`config.mk`:
```
export PLATFORM = sky130hd
export DESIGN_NAME = hps_instr_fifo
export DESIGN_NICKNAME = d
export VERILOG_FILES = /design/src/rtl/hps_instr_fifo.sv
export SDC_FILE = /design/constraint.sdc
export NUM_CORES = 1
export LEC_CHECK = 0
export ABC_AREA = 1
export CAP_MARGIN = 0
export CORE_ASPECT_RATIO = 1.25
export CORE_UTILIZATION = 25
export CTS_CLUSTER_DIAMETER = 80
export DETAILED_ROUTE_END_ITERATION = 10
export PLACE_DENSITY = 0.4
export SLEW_MARGIN = 0
export SYNTH_ARGS = -nofsm -noshare
export SYNTH_HDL_FRONTEND = slang
export SYNTH_SLANG_ARGS = --single-unit
export TNS_END_PERCENT = 5
```
`constraint.sdc`:
```
create_clock -name clk -period 2.75 [get_ports clk]
set_clock_uncertainty 0.1 [all_clocks]
set_input_delay 0.825 -clock clk [delete_from_list [all_inputs] [get_ports clk]]
set_output_delay 0.825 -clock clk [all_outputs]
set_load 0.02 [all_outputs]
```
`src/rtl/hps_instr_fifo.sv`:
```
// hps_instr_fifo
// Takes the HPS instruction and boot-loader-flag PIO words, detects each new
// command from the toggle bit in instruction[10], and buffers the 10-bit
// payload in a first-word-fall-through FIFO.
// Output is held back while the boot loader flag is high.
// Optional feature macro: HPS_INSTR_DROP_CNT_EN adds the drop_count port and
// its 8-bit saturating counter.

module hps_instr_fifo #(
    parameter  int DEPTH = 16,
    localparam int LW    = $clog2(DEPTH) + 1
) (
    input  logic          clk,
    input  logic          reset_n,
    input  logic          boot_loader_flag,
    input  logic [10:0]   instruction,
    output logic          cmd_valid,
    input  logic          cmd_ready,
    output logic [1:0]    cmd_opcode,
    output logic [7:0]    cmd_operand,
    output logic [LW-1:0] fifo_level,
    output logic          overflow,
    output logic          loader_mode
`ifdef HPS_INSTR_DROP_CNT_EN
    ,
    output logic [7:0]    drop_count
`endif
);

    localparam int AW = $clog2(DEPTH);

    typedef enum logic {
        LOADER = 1'b0,
        RUN    = 1'b1
    } state_t;

    state_t        state;
    state_t        next_state;

    logic [10:0]   instr_q;
    logic          flag_q;
    logic          tog_prev;

    logic [9:0]    mem [DEPTH];
    logic [AW-1:0] wr_ptr;
    logic [AW-1:0] rd_ptr;
    logic [LW-1:0] level;

    logic          push_req;
    logic          full;
    logic          pop;
    logic          flush;
    logic          push_ok;
    logic          drop;

    // Register the PIO inputs once before they are used.
    always_ff @(posedge clk or negedge reset_n) begin
        if (!reset_n) begin
            instr_q <= 11'd0;
            flag_q  <= 1'b1;
        end else begin
            instr_q <= instruction;
            flag_q  <= boot_loader_flag;
        end
    end

    // State register for the loader/run mode machine.
    always_ff @(posedge clk or negedge reset_n) begin
        if (!reset_n) begin
            state <= LOADER;
        end else begin
            state <= next_state;
        end
    end

    // Next state, handshake and push/pop/flush decisions.
    // A flush outranks any push or pop in the same cycle.
    always_comb begin
        next_state  = state;
        loader_mode = 1'b0;
        cmd_valid   = 1'b0;
        pop         = 1'b0;
        flush       = 1'b0;
        push_req    = (instr_q[10] != tog_prev);
        full        = (level == LW'(DEPTH));
        case (state)
            LOADER: begin
                loader_mode = 1'b1;
                if (!flag_q) begin
                    next_state = RUN;
                end
            end
            RUN: begin
                cmd_valid = (level != '0);
                pop       = cmd_valid && cmd_ready;
                if (flag_q) begin
                    next_state = LOADER;
                    flush      = 1'b1;
                end
            end
            default: begin
                next_state = LOADER;
            end
        endcase
        push_ok = push_req && !flush && (!full || pop);
        drop    = push_req && !flush && full && !pop;
    end

    // Remember the last toggle seen, whether or not its command was kept.
    always_ff @(posedge clk or negedge reset_n) begin
        if (!reset_n) begin
            tog_prev <= 1'b0;
        end else if (push_req) begin
            tog_prev <= instr_q[10];
        end
    end

    // Pointers and occupancy; a flush empties the FIFO outright.
    always_ff @(posedge clk or negedge reset_n) begin
        if (!reset_n) begin
            wr_ptr <= '0;
            rd_ptr <= '0;
            level  <= '0;
        end else if (flush) begin
            wr_ptr <= '0;
            rd_ptr <= '0;
            level  <= '0;
        end else begin
            if (push_ok) begin
                wr_ptr <= wr_ptr + AW'(1);
            end
            if (pop) begin
                rd_ptr <= rd_ptr + AW'(1);
            end
            if (push_ok && !pop) begin
                level <= level + LW'(1);
            end else if (pop && !push_ok) begin
                level <= level - LW'(1);
            end
        end
    end

    // Payload storage, left unreset so it can map onto RAM.
    always_ff @(posedge clk) begin
        if (push_ok) begin
            mem[wr_ptr] <= instr_q[9:0];
        end
    end

    // Sticky overflow flag, cleared when a flush returns to loader mode.
    always_ff @(posedge clk or negedge reset_n) begin
        if (!reset_n) begin
            overflow <= 1'b0;
        end else if (flush) begin
            overflow <= 1'b0;
        end else if (drop) begin
            overflow <= 1'b1;
        end
    end

`ifdef HPS_INSTR_DROP_CNT_EN
    // Saturating count of dropped commands, cleared with the flush.
    always_ff @(posedge clk or negedge reset_n) begin
        if (!reset_n) begin
            drop_count <= 8'd0;
        end else if (flush) begin
            drop_count <= 8'd0;
        end else if (drop && (drop_count != 8'hFF)) begin
            drop_count <= drop_count + 8'd1;
        end
    end
`else
`endif

    // The head word is shown only while valid, so it reads zero otherwise.
    always_comb begin
        cmd_opcode  = 2'd0;
        cmd_operand = 8'd0;
        if (cmd_valid) begin
            {cmd_opcode, cmd_operand} = mem[rd_ptr];
        end
    end

    assign fifo_level = level;

endmodule

```
# Yosys cells after proc, flatten, opt, wreduce, memory -nomap -nowiden
# Memory sizes are Yosys's and may differ from the RTL's.
# Index checks and enable logic that the tools add are counted.
dict set report word_totals {
  register_bits 28
  ram_bits 160
  input_bits 15
  mem_count 1
}
dict set report classes {
  add_sub_neg 4
  n_eq_ne 2
  n_mux 19
  n_reduce_logical 17
}
# memory words width rd rd_ports_with_merged_regs wr line_no
set memory_table {}
lappend memory_table {mem 16 10 1 0 1 44} ;# logic [9:0] mem [DEPTH];
# operator count
set ops {}
lappend ops {{4-bit two-way mux} 4}
lappend ops {{5-bit two-way mux} 3}
lappend ops {{1-bit two-way mux} 10}
lappend ops {{4-bit by 1-bit adder with 4-bit output, second input constant} 2}
lappend ops {{8-bit two-way mux} 1}
lappend ops {{1-bit logical AND} 7}
lappend ops {{2-bit nonzero test} 3}
lappend ops {{5-bit by 1-bit adder with 5-bit output, second input constant} 1}
lappend ops {{5-bit == test, second input constant} 1}
lappend ops {{5-bit nonzero test} 1}
lappend ops {{5-bit by 1-bit subtractor with 5-bit output, second input constant} 1}
lappend ops {{1-bit zero test} 4}
lappend ops {{3-bit nonzero test} 1}
lappend ops {{2-bit two-way mux} 1}
lappend ops {{1-bit logical OR} 1}
lappend ops {{1-bit != test} 1}

# Longest topological paths before layout
# Gate-level depths: netlist (run 1).
dict set report depth {
  depth_word 10
  depth_mapped 15
}

# Worst setup path after synthesis (run 1)
# Ideal clock, no wire load.
dict set report synth_path {
  path_kind {reg-to-output}
  from {register rd_ptr[0]}
  to {output port cmd_opcode[0]}
  arrival_time_ns 1.404
  slack_ns 0.421
  path_stages_with_launch 7
  cell_sequence {dfrtp_1 -> inv_2 -> clkbuf_1 -> o21ai_0 -> o211ai_1 -> nand3_1 -> a21oi_1}
}
dict set report synth_between {
  elab_chain_len 2
}
# item line_no
set synth_lines {}
lappend synth_lines {{start: declaration} 46} ;# logic [AW-1:0] rd_ptr;
lappend synth_lines {{start signal: assignment} 133} ;# rd_ptr <= rd_ptr + AW'(1);
lappend synth_lines {{memory 16 x 10 bit} n/a}
lappend synth_lines {{2-bit two-way mux} 179} ;# if (cmd_valid) begin
lappend synth_lines {{end: declaration} 19} ;# output logic [1:0] cmd_opcode,
# Every way passes these cells.

# Worst setup path in the final report (run 1)
dict set report layout_path {
  from {register rd_ptr[0]}
  to {output port cmd_operand[6]}
}
dict set report layout_between {
  elab_chain_len 2
}
# item line_no
set layout_lines {}
lappend layout_lines {{memory 16 x 10 bit} n/a}
lappend layout_lines {{8-bit two-way mux} 179}
lappend layout_lines {{end: declaration} 20} ;# output logic [7:0] cmd_operand,
# Every way passes these cells.

==> impl_metrics.toml, run 1 <==
[run_status]
outcome = "finished with violations"
violations = "negative setup slack"

[flow_run]
cap_violations = 0

[hold_path]
min_path_cells = 0
hold_path.class = "reg -> reg"
min_delay_worst_endpoint = "tog_prev"
hp-start = "instr_q[10]"

[setup_path]
critPathRequiredTime_ps = 1830
critical_path_arrival_ps = 2020
worst-setup-path-type = "reg -> out"
cp_max_fo = 10
r2r_setup_slack_ps = 430
timing.rr.start = "state"
r2r_end = "fifo_level[4]"
rr_worst_depth = 14
cp-start-kind = "register"
endpoint_kind = "primary output"

[sta]
fin_ws_ps = -198
fin_setup_tns_ps = -1720
max_freq_ghz = 0.339
finalMaxSlewViolations = 0
setup_viol = 10
relSlewSlack = 0.545
finalHoldViolations = 0
worstMarginPinSlew_ps = 683
period_minus_slack_ps = 2950
finalCritPeriodShare = 1.07
rsz0062_at_grt = "yes"

[logic_synthesis]
synth_compound_area_frac = 0.0768
synth_area_um2 = 7710
synth.ff_latch_count = 188
syn-mean-instance-area_um2 = 11.8
synth_top_family_by_area = "simple AND/OR/NAND/NOR gates"
synthCells = 653
synth_fp_nets = 678
synth_mux_area_frac = 0
yosys.area_share.simple = 0.151
synthAdderAreaFrac = 0.0172
synth_xor_xnor_area_share = 0.00568
ys_types = 25
ys_seq_area_frac = 0.714
ys_warn_count = 0

[placed_design]
portBuffers = 32
gp_congestion = 0.742
placed_cell_area_um2 = 8980
post-place-ws_ps = -351
placed_cells = 1106
dp_hpwl_mm = 13.8

[route]
vias = 5166
drt_wl_total_mm = 22.0
drt_first_iter_violations = 429
drc = 0
detail-route-antenna-nets = 0
viasPerCell = 4.50
wl_per_cell_um = 19.2
first_pass_iters = 5

[clock_tree]
cts_tree = "done"
cts_inserted_buffers = 17
cts_sinks = 188
cts_htree_levels = 4
root_buffer = "clkbuf_16"
clk_path_buf_depth = 2
clock_latency_ps = 430
clk_pin_slew_worst_paths_ps = 70

[final_layout]
num_antenna_cells = 0
nNetsFinal = 758
syn2layout_area_growth_pct = 27.5
final_cell_area_um2 = 9820
fin_cells = 1147
final_layout_size_suffix_gt1_frac = 0.181

[grt]
grt_overflow_total = 0
grt_pass1_wl_mm = 33.3
first_global_vias = 5181
grt_util_all_layers = 0.147
grt_max_degree = 32
antenna_found_initial = 0

[die]
dieArea_um2 = 31500
rows = 71
die_y_um = 198
die_x_um = 159
io_pins = 33
core_um2 = 30200
initial_utilization = 0.255

[power_and_ir_drop]
irDropWorstVdd_v = 0.000439
combinationalPowerShare = 0.343
intPower_mw = 5.85
p_switching_mw = 2.97
leakage_nw = 3.52
swShare = 0.336
p_per_area_nw_per_um2 = 897
power.share.clock = 0.264
p_seq_frac = 0.393
## per-layer routing
layer / track usage / vias to the layer above / wire, µm
li1: - / 2444 / -
met1: 0.189 / 2582 / 9940
met2: 0.251 / 119 / 11000
met3: 0.0258 / 21 / 719
met4: 0.0484 / 0 / 344
met5: 0 / - / 0
## how the worst max path moves through the flow
stage | end | startpoint | cells after the start
floorplan | cmd_opcode[0] | rd_ptr[0] | 6
global placement | cmd_operand[7] | rd_ptr[0] | 7
detailed placement | cmd_operand[5] | rd_ptr[0] | 7
CTS | cmd_operand[6] | rd_ptr[0] | 8
global route | cmd_opcode[1] | rd_ptr[0] | 9
finish | cmd_operand[6] | rd_ptr[0] | 7
## state kept, by name, indices dropped and copies added (netlist names)
signal / cells
mem: 160
instr_q: 11
fifo_level: 5
rd_ptr: 4
wr_ptr: 4
flag_q: 1
overflow: 1
state: 1
tog_prev: 1
## stage by stage
step	hold slack [ps]	utilization	power [mW]
finish	301	0.325	8.81
global route	325	0.325	9.30
CTS	301	0.323	8.85
detailed placement	284	0.297	6.19
global placement	289	0.297	6.15
floorplan	321	-	5.03
## repair_timing
action,in CTS,in global routing
resized for setup,80,29
endpoints found under the setup margin,11,11
pin swaps,9,10
buffers inserted,5,0
cloned,4,0
hold endpoints to repair,0,0
hold buffers,0,0
## layout make-up
class                      instances  area [µm²]
fill                            3055       20400
sequential                       188        5510
multi-input combinational        408        2020
timing repair buffer              94        1150
tap                              401         502
clock buffer                      18         429
clock inverter                    14         124
inverter                          24        95.1
## worst max-delay path, cell delays in order (launching register included)
cell	delay (ps)
dfrtp_2	460
clkinv_4	120
bufbuf_16	290
o21ai_0	70
o211ai_1	210
nand3_1	100
a21oi_1	160
buf_4	160
## cells in the final DEF, fill, tap and decap left out
master           count
o211ai_1            11
dfrtp_2              1
inv_6                1
dlygate4sd2_1        1
bufbuf_16            1
a21oi_1              5
nand4_1              3
inv_1               19
fa_1                 1
inv_2                4
buf_8                3
dfstp_2              1
o21ai_1             28
nand2_1             45
ha_1                 9
dfrtp_1             26
nor2_2               4
buf_16               3
clkdlybuf4s50_1     21
clkinv_4             6
nand3_2             10
o21ai_2              1
buf_4               32
clkinv_1             1
nand3_1             54
bufinv_16            1
o21ai_0             58
a21oi_2              8
clkbuf_16           17
nand2_2              2
xor2_1               5
edfxtp_1           160
nor2_1             163
buf_6               15
clkinvlp_4           3
clkbuf_1             1
clkinv_2             3
a21oi_4              1
buf_12              18
## power groups by stage
stage | Combinational (mW) | Sequential (mW) | Clock [mW]
global route | 3.31 | 3.49 | 2.51
CTS | 2.99 | 3.46 | 2.40
global placement | 2.65 | 3.51 | 0
detailed placement | 2.68 | 3.51 | 0
finish | 3.02 | 3.46 | 2.33
floorplan | 1.50 | 3.54 | 0
## synthesized netlist by cell type
cell type / instances / area (µm²)
o21ai_1: 19 / 95.1
nand2_1: 46 / 173
buf_6: 5 / 56.3
nor2_1: 167 / 627
edfxtp_1: 160 / 4800
buf_4: 1 / 7.51
o211ai_1: 11 / 82.6
buf_1: 3 / 11.3
buf_2: 8 / 40.0
a21oi_1: 13 / 65.1
clkbuf_2: 2 / 10.0
fa_1: 1 / 20.0
ha_1: 9 / 113
nand3_1: 60 / 300
nand4_1: 3 / 18.8
clkbuf_1: 14 / 52.6
dfstp_2: 1 / 26.3
inv_2: 5 / 18.8
o21ai_0: 68 / 340
nand3_2: 4 / 40.0
xor2_1: 5 / 43.8
a21oi_2: 1 / 8.76
nand2_2: 1 / 6.26
dfrtp_1: 27 / 676
inv_1: 19 / 71.3
## cells by family after synthesis
| group | Yosys count |
|---|---|
| xor+xnor | 5 |
| flops | 188 |
| buf+inv | 57 |
| compound gates | 112 |
| fa+ha+maj | 10 |
| simple gates | 281 |
Note: power is estimated with default switching activity, not from simulation.
==> run 2, diff against run 1 <==
--- a/config.mk
+++ b/config.mk
@@ -8,10 +8,10 @@
 export ABC_AREA = 1
 export CAP_MARGIN = 0
 export CORE_ASPECT_RATIO = 1.25
-export CORE_UTILIZATION = 25
+export CORE_UTILIZATION = 60
 export CTS_CLUSTER_DIAMETER = 80
 export DETAILED_ROUTE_END_ITERATION = 10
-export PLACE_DENSITY = 0.4
+export PLACE_DENSITY = 0.79
 export SLEW_MARGIN = 0
 export SYNTH_ARGS = -nofsm -noshare
 export SYNTH_HDL_FRONTEND = slang
==> impl_metrics.toml, run 2 (synthesis gave the netlist of run 1 again) <==
[final_layout]
syn2layout_area_growth_pct = 31.0
final_layout_size_suffix_gt1_frac = 0.238
nNetsFinal = 781
largest_register_ffs = 160
layout_commonest_cell = "edfxtp_1"
final_cell_area_um2 = 10100
top_register = "mem"
final_util = 0.819
fin_cells = 932
num_antenna_cells = 0
final_cell_mix = "edfxtp_1, nor2_1, buf_4, nand3_1, nand2_1"

[placed_design]
placed_cell_area_um2 = 8550
placed_cells = 867
post-place-ws_ps = -245
gp_congestion = 0.888
portBuffers = 32
dp_hpwl_mm = 11.2

[sta]
fin_ws_ps = -395
worstMarginPinSlew_ps = 638
finalHoldViolations = 0
setup_viol = 10
finalCritPeriodShare = 1.14
period_minus_slack_ps = 3140
rsz0062_at_grt = "yes"
finalMaxSlewViolations = 0
relSlewSlack = 0.575
max_freq_ghz = 0.318

[route]
detail-route-antenna-nets = 0
drt_first_iter_violations = 740
vias = 6042
viasPerCell = 6.48
first_pass_iters = 6
wl_per_cell_um = 24.9
drt_wl_total_mm = 23.2
drc = 0

[setup_path]
endpoint_kind = "primary output"
cp_slowest_cell = "dfrtp_2"
timing.rr.start = "state"
cp_top_family = "compound AO/OA/AOI/OAI gates"
worst-setup-path-type = "reg -> out"
crit_buf_inv = 4
critical_path_arrival_ps = 2220
cp_common_cell = "buf_12"
cp_max_fo = 6
cp-start-kind = "register"
r2r_end = "fifo_level[4]"
path_cells = "clkinv_4 -> buf_12 -> buf_12 -> o21ai_0 -> o211ai_1 -> nand3_2 -> a21oi_2 -> buf_6"
critPathRequiredTime_ps = 1830
r2r_setup_slack_ps = 410
rr_worst_depth = 14
max_stage_delay_ps = 470

[run_status]
outcome = "finished with violations"
violations = "negative setup slack"

[flow_run]
cap_violations = 0

[hold_path]
min_path_cells = 0
hp-start = "instr_q[10]"
hold_path.class = "reg -> reg"
min_delay_worst_endpoint = "tog_prev"

[grt]
antenna_found_initial = 0
grt_max_degree = 29
first_global_vias = 6158
grt_overflow_total = 0
grt_util_all_layers = 0.374
grt_pass1_wl_mm = 34.5

[die]
initial_utilization = 0.625
rows = 45
io_pins = 33
dieArea_um2 = 13300
die_y_um = 129
die_x_um = 103
core_um2 = 12300

[clock_tree]
root_buffer = "clkbuf_16"
cts_htree_levels = 4
clk_path_buf_depth = 2
postCtsHoldBufs = 0
cts_inserted_buffers = 17
clock_latency_ps = 440
cts_sinks = 188
clk_pin_slew_worst_paths_ps = 70
cts_tree = "done"

[power_and_ir_drop]
p_seq_frac = 0.343
p_switching_mw = 3.34
combinationalPowerShare = 0.385
leakage_nw = 3.81
p_per_area_nw_per_um2 = 1010
power.share.clock = 0.273
irDropWorstVdd_v = 0.000718
finalPower_mw = 10.2
swShare = 0.329
intPower_mw = 6.82
run 2: cell count changes in the layout (fill, tap and decap cells not counted), moves of 7 or more:
| cell | delta |
|---|---|
| nor2_1 | -12 |
| nand3_1 | -7 |
| buf_16 | +11 |
| o21ai_1 | +15 |
| o21ai_0 | -19 |
| buf_4 | +18 |
| nand3_2 | +7 |
| nor2_2 | +11 |
run 2: power by group through the flow:
| stage | combinational (mW) | sequential [mW] | clock, mW |
|---|---|---|---|
| 3_3_place_gp | 2.39 | 3.50 | 0 |
| 3_5_place_dp | 2.50 | 3.51 | 0 |
| 5_1_grt | 4.12 | 3.50 | 2.89 |
| 2_1_floorplan | 1.50 | 3.54 | 0 |
| 4_1_cts | 3.55 | 3.46 | 2.75 |
| 6_report | 3.91 | 3.48 | 2.77 |
run 2: area by class of cell:
type	instances	area, µm²
clock buffer	18	429
multi-input combinational	408	2100
tap	164	205
sequential	188	5510
inverter	24	95.1
timing repair buffer	117	1520
clock inverter	13	236
fill	564	2240
run 2: per-layer routing:
metal | GRT usage | share of wire | wire (µm) | vias to the layer above
li1 | - | - | - | 2498
met5 | 0 | 0 | 0 | -
met2 | 0.594 | 0.49 | 11400 | 509
met1 | 0.428 | 0.32 | 7510 | 2882
met3 | 0.108 | 0.11 | 2570 | 153
met4 | 0.274 | 0.075 | 1740 | 0
run 2: per-stage QoR:
| stage | setup TNS, ps | hold WS (ps) |
|---|---|---|
| 2_1_floorplan | 0 | 321 |
| 3_3_place_gp | -1220 | 289 |
| 3_5_place_dp | -1880 | 299 |
| 4_1_cts | -1840 | 314 |
| 5_1_grt | -3690 | 348 |
| 6_report | -3210 | 312 |
run 2: worst register-to-register path, stage by stage, from the launching register on:
cell and delay [ps]:
dfrtp_1 380, buf_4 150, nand2_2 180, nand3_2 150
inv_2 100, nand3_2 170, fa_1 440, nand3_1 130
nand3_1 80, nand2_1 60, nand2_1 60, nand4_1 60
nand2_1 60, nand2_1 60, nand2_1 40
run 2: repair_timing:
action,4_1_cts,5_1_grt
buffers inserted,16,4
gates resized for setup,125,36
pin swaps,34,20
setup endpoints to repair,11,11
cloned,14,0
hold endpoints to repair,0,0
run 2: worst max path at each step:
stage / from / to / slack, ps / cells after the start
after floorplan: rd_ptr[0] / cmd_opcode[0] / 420 / 6
after global placement: rd_ptr[0] / cmd_operand[5] / -140 / 7
after detailed placement: rd_ptr[0] / cmd_operand[5] / -240 / 7
after CTS: rd_ptr[0] / cmd_opcode[0] / -200 / 10
after global routing: rd_ptr[0] / cmd_operand[5] / -440 / 8
final: rd_ptr[0] / cmd_operand[5] / -390 / 8
==> edit (config.mk and constraints of run 1) <==
The option `HPS_INSTR_DROP_CNT_EN` is turned on by a define.
--- a/src/rtl/hps_instr_fifo.sv
+++ b/src/rtl/hps_instr_fifo.sv
@@ -5,6 +5,8 @@
 // Output is held back while the boot loader flag is high.
 // Optional feature macro: HPS_INSTR_DROP_CNT_EN adds the drop_count port and
 // its 8-bit saturating counter.
+
+`define HPS_INSTR_DROP_CNT_EN
 
 module hps_instr_fifo #(
     parameter  int DEPTH = 16,
Function (old outputs only; new: drop_count): kept (equiv_simple and equiv_induct, registers matched by name and starting in step).
==> edit against run 1 <==
  * The run still ends with negative setup slack left
  * Via count up 6.9%
  * Maximum frequency down 0.25%
  * Wire length up 5.2%
  * Sequential cell count up 8
  * Setup slack worse by 7.5 ps
  * Cell area up 7.1%
  * Sequential power up 4%
  * Synthesized cell count up 10%
  * Clock power up 3%
  * Power up 4.3%
  * Synthesized area up 6.9%
  * Core utilization up 0.20 points
  * Combinational power up 6%
  * Critical endpoint is now cmd_operand[5]
==> edit: results (changes against run 1) <==
Status
  – Status: finished with violations
  – Failing checks: negative setup slack

Global route
  – Vias in the first global route: 5856 (+13%)
  – M3 GR Usage: 2.67% (+0.096 points)
  – All-layer global routing usage: 14.7% (about the same)
  – Pin count of the biggest net entering global routing: 25 (-22%)

Detailed routing
  – Met3 wire len: 848 um (+18%)
  – Met2 wire len: 11400 um (+3.6%)
  – DR iter-0 viols: 341 (-21%)
  – Via count: 5523 (+6.9%)
  – Met1 wire length: 10600 um (+6.8%)

Logic synthesis
  – Post-Syn Area: 0.00824 sq mm (+6.9%)
  – Syn_area_per_cell: 11.5 sq um (-2.8%)
  – Post-synthesis adder-cell area fraction: 1.76% (+0.041 points)
  – Syn_nets: 744 (+9.7%)
  – Compound-Gate Fraction of Synth Area: 7.36% (-0.31 points)
  – XOR/XNOR Fraction of Synth Area: 0.957% (+0.39 points)
  – Seq/Total Area, Yosys: 69.3% (-2.2 points)
  – Commonest cells in the netlist: nor2_1 (169), edfxtp_1 (160), nand3_1 (76), nand2_1 (61), o21ai_0 (57)
  – Number of distinct library cells after synthesis: 31 (+24%)

Finish
  – Fin nets: 842 (+11%)
  – Multi-In Gates: 457 (+12%)
  – Inverters: 31 (+29%)
  – Non-clock buffer share of cell area: 12.1% (+0.39 points)
  – Sequential Area: 0.00571 sq mm (+3.6%)
  – Fill cell count: 3248 (+6.3%)
  – Plain + repair buffers: 113 (+20%)
  – Count of flip-flops and latches: 196 (+4.3%)
  – Multi-input gate area: 0.00236 sq mm (+17%)
  – Layout cells sized above 1: 18.0% (-0.080 points)

Placed design
  – Detail Placement HPWL: 15200 um (+10%)
  – Placed Area: 0.00977 sq mm (+8.8%)
  – Placer congestion estimate: 0.751 (+1.1%)
  – Place WS: -352 ps (-0.667 ps)

Setup path
  – Last element of the critical path: cmd_operand[5]
  – CP max FO: 24 (+14)

Pwr
  – Reg power frac: 39.2% (about the same)
  – Switching part of the total power: 33.3% (-0.30 points)

Timing
  – Endpoints failing setup: 10 (unchanged)
  – Relative slew slack: 53.0% (-1.4 points)
  – PnR worst setup slack: -206 ps (-7.49 ps)

Hold path
  – HP Class: input pin to async pin
edit: how the worst min path moves through the flow:
stage / start / depth (start not counted) / endpoint / slack [ps]
4_1_cts: reset_n / 1 / drop_count[1] / 230
6_report: reset_n / 1 / drop_count[5] / 230
3_3_place_gp: instr_q[10] / 0 / tog_prev / 280
3_5_place_dp: instr_q[10] / 0 / tog_prev / 290
5_1_grt: reset_n / 1 / overflow / 250
2_1_floorplan: flag_q / 1 / state / 330
edit: timing repair:
item / in CTS / in global routing
gates resized for setup: 76 / 24
pin swaps: 3 / 7
gates cloned: 1 / 0
buffers inserted: 2 / 1
setup endpoints to repair: 11 / 11
edit: worst max-delay path: stages, from the launching register on:
cell and delay [ps]:
dfrtp_2 460, clkinv_4 120, buf_12 170, nor2_1 50, nor2_1 70, o21ai_0 80
nand3_1 200, nand3_2 100, a21oi_2 170, buf_4 160
